## src/rtl/mips_pkg.sv

```systemverilog
// Shared MIPS encodings and datapath constants used by the fetch stage and the
// main decoder.
package mips_pkg;

  localparam int WIDTH = 32;

  typedef enum logic [1:0] {
    PCSRC_ALU    = 2'b00,
    PCSRC_ALUOUT = 2'b01,
    PCSRC_JUMP   = 2'b10,
    PCSRC_RSVD   = 2'b11
  } pcsrc_t;

  localparam logic [5:0] OP_RTYPE = 6'b000000;
  localparam logic [5:0] OP_LW    = 6'b100011;
  localparam logic [5:0] OP_SW    = 6'b101011;
  localparam logic [5:0] OP_BEQ   = 6'b000100;
  localparam logic [5:0] OP_ADDI  = 6'b001000;
  localparam logic [5:0] OP_J     = 6'b000010;

  // Pseudo-direct jump: top nibble of the current PC, word index from the IR.
  function automatic logic [WIDTH-1:0] jump_target(input logic [WIDTH-1:0] pc,
                                                   input logic [WIDTH-1:0] instr);
    return {pc[WIDTH-1 -: 4], instr[25:0], 2'b00};
  endfunction

endpackage

```

## src/rtl/flopenr.sv

```systemverilog
// Enabled register with asynchronous active-low reset to a configurable value.
module flopenr #(
  parameter int           W       = 32,
  parameter logic [W-1:0] RST_VAL = '0
) (
  input  logic         clk_i,
  input  logic         rst_ni,
  input  logic         en_i,
  input  logic [W-1:0] d_i,
  output logic [W-1:0] q_o
);

  logic [W-1:0] q_q;

  always_ff @(posedge clk_i or negedge rst_ni) begin
    if (!rst_ni) begin
      q_q <= RST_VAL;
    end else if (en_i) begin
      q_q <= d_i;
    end
  end

  assign q_o = q_q;

endmodule

```

## src/rtl/pc_ir_unit.sv

```systemverilog
// Fetch-side datapath of the multicycle MIPS: PC, IR, MDR and ALUOut registers,
// unified memory address mux, decoder field slices and an IR-load counter.
module pc_ir_unit #(
  parameter int               WIDTH    = 32,
  parameter logic [WIDTH-1:0] RESET_PC = 32'h0000_0000,
  parameter int               CNT_W    = 16
) (
  input  logic             clk,
  input  logic             reset,
  input  logic             IorD,
  input  logic             IRwrite,
  input  logic             pcwrite,
  input  logic             branch,
  input  logic [1:0]       pcsrc,
  input  logic             zero,
  input  logic [WIDTH-1:0] aluresult,
  input  logic [WIDTH-1:0] memrdata,
  output logic [WIDTH-1:0] memaddr,
  output logic [WIDTH-1:0] pc,
  output logic [WIDTH-1:0] instr,
  output logic [5:0]       op,
  output logic [5:0]       funct,
  output logic [4:0]       rs,
  output logic [4:0]       rt,
  output logic [4:0]       rd,
  output logic [WIDTH-1:0] signimm,
  output logic [WIDTH-1:0] data,
  output logic [WIDTH-1:0] aluout,
  output logic [CNT_W-1:0] fetch_cnt
);

  import mips_pkg::*;

  logic [WIDTH-1:0] pc_q;
  logic [WIDTH-1:0] pc_d;
  logic [WIDTH-1:0] ir_q;
  logic [WIDTH-1:0] mdr_q;
  logic [WIDTH-1:0] aluout_q;
  logic [CNT_W-1:0] cnt_q;
  logic [CNT_W-1:0] cnt_d;
  logic             pcen;
  pcsrc_t           pcsel;

  assign pcsel = pcsrc_t'(pcsrc);
  assign pcen  = pcwrite | (branch & zero);

  // The reserved select feeds the PC back so an enabled write is a no-op.
  always_comb begin
    pc_d = pc_q;
    unique case (pcsel)
      PCSRC_ALU:    pc_d = aluresult;
      PCSRC_ALUOUT: pc_d = aluout_q;
      PCSRC_JUMP:   pc_d = jump_target(pc_q, ir_q);
      PCSRC_RSVD:   pc_d = pc_q;
    endcase
  end

  assign cnt_d = cnt_q + {{(CNT_W-1){1'b0}}, 1'b1};

  flopenr #(
    .W       (WIDTH),
    .RST_VAL (RESET_PC)
  ) u_pc_reg (
    .clk_i  (clk),
    .rst_ni (reset),
    .en_i   (pcen),
    .d_i    (pc_d),
    .q_o    (pc_q)
  );

  flopenr #(
    .W       (WIDTH),
    .RST_VAL ('0)
  ) u_ir_reg (
    .clk_i  (clk),
    .rst_ni (reset),
    .en_i   (IRwrite),
    .d_i    (memrdata),
    .q_o    (ir_q)
  );

  flopenr #(
    .W       (CNT_W),
    .RST_VAL ('0)
  ) u_fetch_cnt (
    .clk_i  (clk),
    .rst_ni (reset),
    .en_i   (IRwrite),
    .d_i    (cnt_d),
    .q_o    (cnt_q)
  );

  // MDR and ALUOut capture every cycle; their contents are only meaningful one
  // cycle after the address/operands that produced them.
  flopenr #(
    .W       (WIDTH),
    .RST_VAL ('0)
  ) u_mdr_reg (
    .clk_i  (clk),
    .rst_ni (reset),
    .en_i   (1'b1),
    .d_i    (memrdata),
    .q_o    (mdr_q)
  );

  flopenr #(
    .W       (WIDTH),
    .RST_VAL ('0)
  ) u_aluout_reg (
    .clk_i  (clk),
    .rst_ni (reset),
    .en_i   (1'b1),
    .d_i    (aluresult),
    .q_o    (aluout_q)
  );

  assign memaddr   = IorD ? aluout_q : pc_q;
  assign pc        = pc_q;
  assign instr     = ir_q;
  assign data      = mdr_q;
  assign aluout    = aluout_q;
  assign fetch_cnt = cnt_q;

  assign op      = ir_q[31:26];
  assign rs      = ir_q[25:21];
  assign rt      = ir_q[20:16];
  assign rd      = ir_q[15:11];
  assign funct   = ir_q[5:0];
  assign signimm = {{(WIDTH-16){ir_q[15]}}, ir_q[15:0]};

endmodule

```

## config.mk

```make
export PLATFORM = sky130hd
export DESIGN_NAME = pc_ir_unit
export DESIGN_NICKNAME = d
export VERILOG_FILES = /design/src/rtl/mips_pkg.sv /design/src/rtl/flopenr.sv /design/src/rtl/pc_ir_unit.sv
export SDC_FILE = /design/constraint.sdc
export NUM_CORES = 1
export LEC_CHECK = 0
export ABC_CLOCK_PERIOD_IN_PS = 2000
export BUFFER_PORTS_ARGS = -buffer_cell sky130_fd_sc_hd__buf_2
export CAP_MARGIN = 20
export CORE_MARGIN = 1.5
export CORE_UTILIZATION = 31
export CTS_BUF_LIST = sky130_fd_sc_hd__clkbuf_2 sky130_fd_sc_hd__clkbuf_4 sky130_fd_sc_hd__clkbuf_8
export DETAILED_ROUTE_END_ITERATION = 16
export HOLD_SLACK_MARGIN = 0.05
export SYNTH_ARGS = -nofsm -noshare
export SYNTH_HDL_FRONTEND = slang
export SYNTH_SLANG_ARGS = --single-unit
```

## constraint.sdc

```tcl
create_clock -name clk -period 2 [get_ports clk]
set_clock_uncertainty 0.05 [all_clocks]
set_input_delay 0.1 -clock clk [delete_from_list [all_inputs] [get_ports clk]]
set_output_delay 0.1 -clock clk [all_outputs]
set_load 0.01 [all_outputs]
```

# --- Word level (Yosys, flattened, before mapping) ---
# Index checks and enable logic that the tools add are counted.
classes:
  n_reduce_logical: 3
  n_addsub: 1
  muxes: 2
  eq_ne: 3
  n_bitwise: 4
ops:
  columns: ["operator", "count"]
  rows:
  - ["$pmux W32 S3", 1]
  - ["$mux W32", 1]
  - ["$add A16 B1 Y16 const B", 1]
  - ["$eq A2 B2 Y1 const B", 2]
  - ["$reduce_and A3 Y1", 1]
  - ["$eq A2 B1 Y1 const B", 1]
  - ["$logic_not A2 Y1", 1]
  - ["$not A1 Y1", 2]
  - ["$reduce_and A2 Y1", 1]
  - ["$and A1 B1 Y1", 1]
  - ["$or A1 B1 Y1", 1]
word_totals:
  input_bits: 73
  out_inout_bits: 235
  elab_cells: 19
  ff_bits: 144

# --- Depth between registers and ports, before layout ---
# Gate-level depths: netlist of the first run.
logic_depth:
  word_depth: 3
  ltp_mapped: 7
  ltp_nobuf: 5

# --- Hierarchy ---
# Synthesis of the first run repeated with hierarchy kept, for this count alone.
unflattened:
  cells_unflattened: 494
  area_unflattened_um2: 7901.3
by_module_without_submodules:
  columns: ["module", "cells_each", "seq_area_each_um2", "n_inst", "area_each_um2"]
  rows:
  - ["flopenr (u_aluout_reg ...)", 68, 800.8, 4, 1345.0]
  - ["pc_ir_unit", 188, 0.0, 1, 1871.8]
  - ["flopenr (u_fetch_cnt)", 34, 400.4, 1, 649.4]

# --- Worst setup path before layout of the first run ---
# Ideal clock, no wire load.
synth_path:
  path_kind: "register -> register"
  from: "register u_fetch_cnt.q_q[0] (netlist: u_fetch_cnt.q_o[0])"
  to: "register u_fetch_cnt.q_q[14] (netlist: u_fetch_cnt.q_o[14])"
  n_path_buf: 0
  required_time_ns: 1.871
  path_stages_with_launch: 5
  t_arrival_ns: 1.263
  setup_ns: 0.079
  synth_period_minus_slack_ns: 1.392
  path_slack_ns: 0.608
  cell_sequence: "dfrtp_1 -> ha_1 -> nand3_4 -> nor4_2 -> xor2_1"
synth_between:
  elab_chain_len: 1
synth_lines:
  columns: ["item", "line_no", "source"]
  rows:
  - ["start: declaration", "flopenr.sv:13", "logic [W-1:0] q_q;"]
  - ["start signal: assignment", "flopenr.sv:19", "q_q <= d_i;"]
  - ["$add A16 B1 Y16", "pc_ir_unit.sv:58", "assign cnt_d = cnt_q + {{(CNT_W-1){1'b0}}, 1'b1};"]
# No other way between the ends.
# A chain may end at the register's enable or synchronous reset.

# --- Worst setup path in the final report of the first run ---
layout_path:
  from: "register u_fetch_cnt.q_q[0] (netlist: u_fetch_cnt.q_o[0])"
  to: "register u_fetch_cnt.q_q[12] (netlist: u_fetch_cnt.q_o[12])"
# The elaborated chain is that of the path after synthesis.

==> results of run 1 <==
==> Yosys cell counts <==
cell type,number
sky130_fd_sc_hd__a21oi_2,1
sky130_fd_sc_hd__xnor2_1,5
sky130_fd_sc_hd__or3_4,1
sky130_fd_sc_hd__buf_6,5
sky130_fd_sc_hd__nor4_2,5
sky130_fd_sc_hd__clkbuf_1,15
sky130_fd_sc_hd__o31ai_1,6
sky130_fd_sc_hd__or2_1,1
sky130_fd_sc_hd__nor3_1,4
sky130_fd_sc_hd__buf_4,59
sky130_fd_sc_hd__a221oi_1,26
sky130_fd_sc_hd__nand3_4,2
sky130_fd_sc_hd__buf_2,9
sky130_fd_sc_hd__xor2_1,10
sky130_fd_sc_hd__ha_1,4
sky130_fd_sc_hd__nand2_1,16
sky130_fd_sc_hd__nand4_1,5
sky130_fd_sc_hd__dfrtp_1,144
sky130_fd_sc_hd__nand3_1,1
sky130_fd_sc_hd__nand4_4,1
sky130_fd_sc_hd__o31ai_2,20
sky130_fd_sc_hd__inv_1,4
sky130_fd_sc_hd__o21ai_0,32
sky130_fd_sc_hd__mux2_2,65
sky130_fd_sc_hd__mux2_1,6
sky130_fd_sc_hd__nor2b_1,26
sky130_fd_sc_hd__nor2_1,2
==> through the flow <==
step / utilization / setup WS [ns] / std cells / hold WS, ns
3_5_place_dp: 0.387 / 0.221 / 983 / -0.131
4_1_cts: 0.442 / 0.520 / 1082 / 0.156
6_report: 0.442 / 0.558 / 1082 / 0.191
3_3_place_gp: 0.387 / 0.258 / 983 / -0.134
2_1_floorplan: - / 0.608 / 475 / -0.246
5_1_grt: 0.442 / 0.402 / 1082 / 0.181
==> routing by layer <==
| metal | wire length, um | global-route usage | vias to the layer above | part of all wire |
|---|---|---|---|---|
| li1 | - | - | 2302 | - |
| met1 | 7730 | 0.219 | 2406 | 0.44 |
| met2 | 8870 | 0.291 | 176 | 0.50 |
| met3 | 940 | 0.0423 | 15 | 0.053 |
| met4 | 153 | 0.0459 | 2 | 0.0086 |
| met5 | 11 | 0 | - | 0.00062 |
==> flip-flops by register name, indices dropped and copies added, names as in the netlist <==
name / cells
u_mdr_reg.q_o: 32
u_ir_reg.q_o: 32
u_fetch_cnt.q_o: 16
u_aluout_reg.q_o: 32
u_pc_reg.q_o: 32
==> worst max-delay path, stage by stage, from the launching register on <==
cell                      delay [ns]
sky130_fd_sc_hd__dfrtp_1        0.45
sky130_fd_sc_hd__ha_1           0.27
sky130_fd_sc_hd__nand3_4        0.12
sky130_fd_sc_hd__nor4_2         0.31
sky130_fd_sc_hd__xor2_1         0.16
==> power by group <==
part           switching [mW]  internal, mW  total [mW]
Sequential              0.362          3.23        3.59
Combinational           0.935         0.894        1.83
Clock                    1.18          1.27        2.45
Total                    2.48          5.39        7.87
==> worst max path at each step <==
stage	start	end	slack (ns)
3_5_place_dp	pcsrc[0]	u_pc_reg.q_o[30]	0.22
2_1_floorplan	u_fetch_cnt.q_o[0]	u_fetch_cnt.q_o[14]	0.61
6_report	u_fetch_cnt.q_o[0]	u_fetch_cnt.q_o[12]	0.56
3_3_place_gp	pcsrc[0]	u_pc_reg.q_o[30]	0.26
5_1_grt	u_fetch_cnt.q_o[0]	u_fetch_cnt.q_o[12]	0.40
4_1_cts	u_ir_reg.q_o[15]	signimm[20]	0.52
==> timing repair <==
action | 4_1_cts | 5_1_grt
endpoints found under the setup margin | 0 | 0
hold buffers | 67 | 0
endpoints found under the hold margin | 275 | 0
==> cells by family (layout without fill, tap and decap cells) <==
kind of cell / Yosys count / in the layout / synth area share
AND/OR/NAND/NOR: 64 / 64 / 0.0670
adder cells (fa/ha/maj): 4 / 4 / 0.00793
XOR/XNOR: 15 / 15 / 0.0208
multiplexers: 71 / 71 / 0.127
buffers and inverters: 92 / 429 / 0.0975
AO/OA/AOI/OAI: 85 / 85 / 0.110
flip-flops: 144 / 144 / 0.571
==> layout make-up <==
type	count	area, sq um
multi-input cells	239	2110
flip-flops and latches	144	3600
inverters	4	15.0
clock buffers	18	241
well taps	270	338
fillers	1884	11200
repair buffers	393	2390
clock inverters	14	181
==> flow_summary_export.csv, run 1 <==
group,metric,value,unit
cts,cts_tree,"built",
synth,synth_area_per_cell,13.3,sq um
cts,cts.repair.resized,0,
finish,fraction_of_layout_cells_with_a_size_suffix_above_1,0.562,
place,place_congestion,0.754,
global_routing,grt_pass1_vias,4971,
global_routing,grt_overflow_total,0,
finish,final_common_cell,"sky130_fd_sc_hd__buf_2",
floorplan,die_height,146,um
worst_setup_path,rr_worst_depth,4,
cts,cts_buffer_count,17,
drt,ant_nets,0,
drt,routed_via_density,4.53,
synth,synth.yosys.seq_area_share,0.571,
synth,synth_area_leader_cell,"sky130_fd_sc_hd__dfrtp_1",
cts,post_cts.repair.setup_buffers,0,
outcome,status,"finished clean",
sta,setup_tns,0,ns
floorplan,io_pins,308,
sta,grt_setup_unrepaired,"no",
synth,synth.lib_cells_used.distinct,27,
finish,layout.cell_area.non_filler,0.00888,sq mm
cts,cts.sink_count,144,
sta,slew_violations,0,
floorplan,start_util,0.314,
sta,period_share,0.721,
power,vdd.ir_drop.worst,0.337,mV
min_path,hold_class,"input port to asynchronous set/reset pin",
power,cellPowerDensity,886,mW/mm^2
worst_setup_path,crit_path_max_fanout,5,
floorplan,die_width,146,um
worst_setup_path,timing_worst_setup_path_type,"flip-flop to flip-flop",
cts,clock_insertion_delay_worst_skew,0.43,ns
drt,drc,0,
synth,syn-cell-area,0.00631,sq mm
global_routing,first_pass_grt_wire_length,28200,um
sta,timing.final.setup_violations,0,
finish,area_growth,40.6,%
sta,achievable-frequency,693,MHz
power,leakage_power_total,4.27,nW
floorplan,rows,52,
sta,relSlewSlack,0.689,
synth,ys_ff_latch,144,
cts,path_clk_slew,0.09,ns
worst_setup_path,r2r_slack,0.56,ns
synth,netlist_top_cells_area,"sky130_fd_sc_hd__dfrtp_1, sky130_fd_sc_hd__mux2_2, sky130_fd_sc_hd__buf_4",
finish,final_cell_mix,"sky130_fd_sc_hd__buf_2, sky130_fd_sc_hd__dfrtp_1, sky130_fd_sc_hd__dlygate4sd3_1, sky130_fd_sc_hd__mux2_2, sky130_fd_sc_hd__o21ai_0",
worst_setup_path,critPathLaunchType,"flip-flop",
worst_setup_path,critical_path.endpoint_type,"flip-flop",
worst_setup_path,worstReg2RegEnd,"u_fetch_cnt.q_o[12]",
drt,firstDrtPassIters,4,
drt,num_vias,4901,
cts,clock-root-buffer,"sky130_fd_sc_hd__clkbuf_8",
synth,post-synth-top-area-fraction,0.571,
global_routing,grt_start_max_net_pins,73,
synth,yosysWarningCount,0,
synth,synth_fp_nets,552,
sta,worst_slew_pin_slew,0.467,ns
drt,wire_per_inst,16.4,um
sta,timing.final.crit_period,1.44,ns
worst_setup_path,data_required_time_of_the_worst_path,2.31,ns
worst_setup_path,reg2reg_from,"u_fetch_cnt.q_o[0]",
finish,insertedDiodeCount,0,
sta,hold_viol_final,0,
drt,totalWireLength,17700,um
job,max_cap_violations,0,
global_routing,grtUsageTotal,0.172,
global_routing,antenna_found_initial,1,
finish,num-nets-final,876,
power,power,7.87,mW
place,dp_hpwl,12700,um
floorplan,core_region_area,0.0201,sq mm
worst_setup_path,crit_arrival,1.75,ns
place,dpl-instance-area,0.00779,sq mm
synth,post_synth_inst_count,475,
place,numPortBuffers,307,
cts,cts_buffer_depth,2,
drt,detailedRoute.firstIterationViolations,70,
floorplan,full_die_area,0.0212,sq mm
cts,htree_levels,4,
Note: power is estimated with default switching activity, not from simulation.
==> run 2: changes to the inputs <==
--- a/config.mk
+++ b/config.mk
@@ -5,7 +5,8 @@
 export SDC_FILE = /design/constraint.sdc
 export NUM_CORES = 1
 export LEC_CHECK = 0
-export ABC_CLOCK_PERIOD_IN_PS = 2000
+export ABC_AREA = 1
+export ABC_CLOCK_PERIOD_IN_PS = 1400
 export BUFFER_PORTS_ARGS = -buffer_cell sky130_fd_sc_hd__buf_2
 export CAP_MARGIN = 20
 export CORE_MARGIN = 1.5
==> constraint.sdc (replaced) <==
create_clock -name clk -period 1.4 [get_ports clk]
set_clock_uncertainty 0.05 [all_clocks]
set_input_delay 0.07 -clock clk [delete_from_list [all_inputs] [get_ports clk]]
set_output_delay 0.07 -clock clk [all_outputs]
set_load 0.01 [all_outputs]
==> run 2 against run 1 <==
Net effect: sequential power up 37%; synthesized cell count up 38%; worst hold slack got worse by 0.056 ns; first-iteration DRC count is 100% higher; core utilization is 4.0 points higher; critical path depth decreased by 2; global-route usage increased by 2.5 points; sequential share of layout area down 2.5 points.
==> flow_summary_export.csv, run 2 <==
group,metric,value,unit
outcome,status,"finished clean",
finish,fin_util,0.481,
drt,totalWireLength,20900,um
place,dpl-instance-area,0.00784,sq mm
drt,routed_via_density,4.50,
global_routing,grt_overflow_total,0,
min_path,endpoint_worst_hold,"u_pc_reg.q_o[4]",
finish,fraction_of_layout_cells_with_a_size_suffix_above_1,0.430,
min_path,hp-start,"pcsrc[1]",
drt,wire_per_inst,16.0,um
worst_setup_path,reg2reg_from,"u_fetch_cnt.q_o[1]",
synth,post-synth-top-area-fraction,0.575,
power,p_int,7.69,mW
drt,firstDrtPassIters,5,
sta,period_share,0.989,
power,vdd.ir_drop.worst,0.785,mV
synth,syn-cell-area,0.00627,sq mm
floorplan,io_pins,308,
floorplan,start_util,0.319,
drt,detailedRoute.firstIterationViolations,143,
finish,insertedDiodeCount,0,
synth,post_synth_inst_count,656,
sta,timing.final.setup_violations,0,
global_routing,antenna_found_initial,0,
power,cellPowerDensity,1200,mW/mm^2
power,switching_share,0.322,
place,dp_hpwl,13900,um
cts,path_clk_slew,0.08,ns
global_routing,first_pass_grt_wire_length,32400,um
worst_setup_path,critical_path.endpoint_type,"primary output",
cts,clock_insertion_delay_worst_skew,0.44,ns
worst_setup_path,critPathLaunchType,"flip-flop",
synth,synth_area_per_cell,9.56,sq um
synth,synth_fp_nets,733,
synth,ys_ff_latch,144,
synth,synth.most_common_cell,"sky130_fd_sc_hd__nand2_1",
min_path,min_delay_path_depth,5,
synth,yosysWarningCount,0,
worst_setup_path,data_required_time_of_the_worst_path,1.28,ns
worst_setup_path,rr_worst_depth,8,
drt,num_vias,5885,
cts,htree_levels,4,
job,max_cap_violations,0,
sta,grt_setup_unrepaired,"yes",
floorplan,die_width,145,um
worst_setup_path,crit_arrival,1.26,ns
synth,synth.lib_cells_used.distinct,25,
drt,drc,0,
cts,cts_buffer_depth,2,
finish,final_common_cell,"sky130_fd_sc_hd__buf_2",
finish,num-nets-final,1109,
worst_setup_path,worstReg2RegEnd,"u_fetch_cnt.q_o[14]",
floorplan,full_die_area,0.0211,sq mm
global_routing,grt_pass1_vias,5928,
sta,worst_slew_pin_slew,0.532,ns
sta,hold_viol_final,0,
min_path,hold_class,"input port to flip-flop",
drt,ant_nets,0,
worst_setup_path,r2r_slack,0.10,ns
finish,layout.cell_area.non_filler,0.00946,sq mm
floorplan,rows,51,
power,net_load_switching_power,3.66,mW
place,place_congestion,0.803,
power,leakage_power_total,4.92,nW
sta,relSlewSlack,0.645,
power,power.share.combinational,0.269,
power,pwr-share-seq,0.433,
power,power.share.clock,0.298,
synth,number_of_enable_flip_flop_cells_after_synthesis,0,
power,power,11.3,mW
cts,cts_buffer_count,17,
sta,slew_violations,0,
cts,clock-root-buffer,"sky130_fd_sc_hd__clkbuf_8",
synth,netlist_top_cells_area,"sky130_fd_sc_hd__dfrtp_1, sky130_fd_sc_hd__nand2_1, sky130_fd_sc_hd__buf_4",
global_routing,grt_start_max_net_pins,39,
synth,dominantRegCellSynth,"sky130_fd_sc_hd__dfrtp_1",
finish,area_growth,50.8,%
synth,synth_top_cells_by_count,"sky130_fd_sc_hd__nand2_1, sky130_fd_sc_hd__dfrtp_1, sky130_fd_sc_hd__o21ai_0, sky130_fd_sc_hd__buf_4, sky130_fd_sc_hd__inv_1",
sta,timing.final.crit_period,1.38,ns
cts,cts.sink_count,144,
worst_setup_path,crit_path_max_fanout,2,
finish,fill_cells,1908,
worst_setup_path,timing_worst_setup_path_type,"flip-flop to primary output",
global_routing,grtUsageTotal,0.197,
cts,cts_tree,"built",
synth,synth.yosys.seq_area_share,0.575,
synth,ys_async_sr_fraction,1.00,
synth,synth_area_leader_cell,"sky130_fd_sc_hd__dfrtp_1",
finish,final_cell_mix,"sky130_fd_sc_hd__buf_2, sky130_fd_sc_hd__nand2_1, sky130_fd_sc_hd__dfrtp_1, sky130_fd_sc_hd__o21ai_0, sky130_fd_sc_hd__dlygate4sd3_1",
floorplan,die_height,145,um
floorplan,core_region_area,0.0197,sq mm
sta,achievable-frequency,722,MHz
place,numPortBuffers,307,
## run 2: cell types whose count changed after synthesis, sizes merged, moves of 26 or more
cell,previous run,this run
nand2,16,147
o21ai,32,116
inv,4,57
mux2,71,26
nor2,2,46
a221oi,26,0
nor2b,26,0
o31ai,26,0
## run 2: layout make-up
| type | count | area [sq um] | share of cell area |
|---|---|---|---|
| flip-flops and latches | 144 | 3600 | 0.381 |
| inverters | 57 | 214 | 0.0226 |
| clock buffers | 19 | 255 | 0.0270 |
| clock inverters | 12 | 135 | 0.0143 |
| repair buffers | 443 | 2960 | 0.313 |
| well taps | 265 | 332 | 0.0351 |
| multi-input cells | 369 | 1960 | 0.207 |
## run 2: power by group through the flow
stage / registers, mW / logic, mW / clock network [mW]
2_1_floorplan: 5.18 / 1.14 / 0
3_3_place_gp: 5.02 / 2.41 / 0
3_5_place_dp: 5.03 / 2.43 / 0
4_1_cts: 4.91 / 2.97 / 3.49
5_1_grt: 4.96 / 3.31 / 3.68
6_report: 4.91 / 3.05 / 3.38
## run 2: kinds of logic (layout without fill, tap and decap cells)
| kind of cell | Yosys count | count (layout) | synth area share |
|---|---|---|---|
| XOR/XNOR | 10 | 10 | 0.0140 |
| flip-flops | 144 | 144 | 0.575 |
| adder cells (fa/ha/maj) | 4 | 4 | 0.00798 |
| AND/OR/NAND/NOR | 210 | 210 | 0.136 |
| AO/OA/AOI/OAI | 119 | 119 | 0.0957 |
| multiplexers | 26 | 26 | 0.0467 |
| buffers and inverters | 143 | 531 | 0.125 |
## run 2: worst max-delay path by stage
| stage | startpoint | endpoint | slack [ns] | depth (start not counted) |
|---|---|---|---|---|
| floorplan | u_fetch_cnt.q_o[0] | u_fetch_cnt.q_o[14] | 0.06 | 8 |
| global placement | u_fetch_cnt.q_o[0] | u_fetch_cnt.q_o[14] | 0.13 | 8 |
| detailed placement | pcsrc[0] | u_pc_reg.q_o[23] | 0.09 | 6 |
| CTS | u_pc_reg.q_o[27] | memaddr[27] | -0.03 | 2 |
| global route | u_pc_reg.q_o[2] | memaddr[2] | -0.05 | 2 |
| finish | u_pc_reg.q_o[23] | memaddr[23] | 0.02 | 2 |
## run 2: stage by stage
step,hold WS [ns],setup WS (ns),instances,TNS [ns]
floorplan,-0.276,0.0615,656,0
global placement,-0.0446,0.127,1165,0
detailed placement,-0.0486,0.0909,1165,0
CTS,0.0927,-0.0327,1305,-0.146
global route,0.130,-0.0472,1309,-0.667
finish,0.135,0.0150,1309,0
## run 2: timing repair
item / 4_1_cts / 5_1_grt
cloned: 0 / 0
pin swaps: 0 / 1
setup endpoints to repair: 25 / 27
resized for setup: 27 / 20
setup buffers: 42 / 4
hold buffers: 67 / 0
hold endpoints to repair: 275 / 0
## run 2: routing by layer
metal,vias to the layer above,GRT usage,wire (um)
met5,-,0,0
met4,0,0.0709,398
met3,28,0.0494,1230
met2,242,0.349,10600
met1,2822,0.229,8610
li1,2793,-,-
## run 2: critical path, stage by stage (launching register included)
cell and delay (ns):
sky130_fd_sc_hd__dfrtp_1 0.40, sky130_fd_sc_hd__mux2_4 0.30, sky130_fd_sc_hd__buf_6 0.13
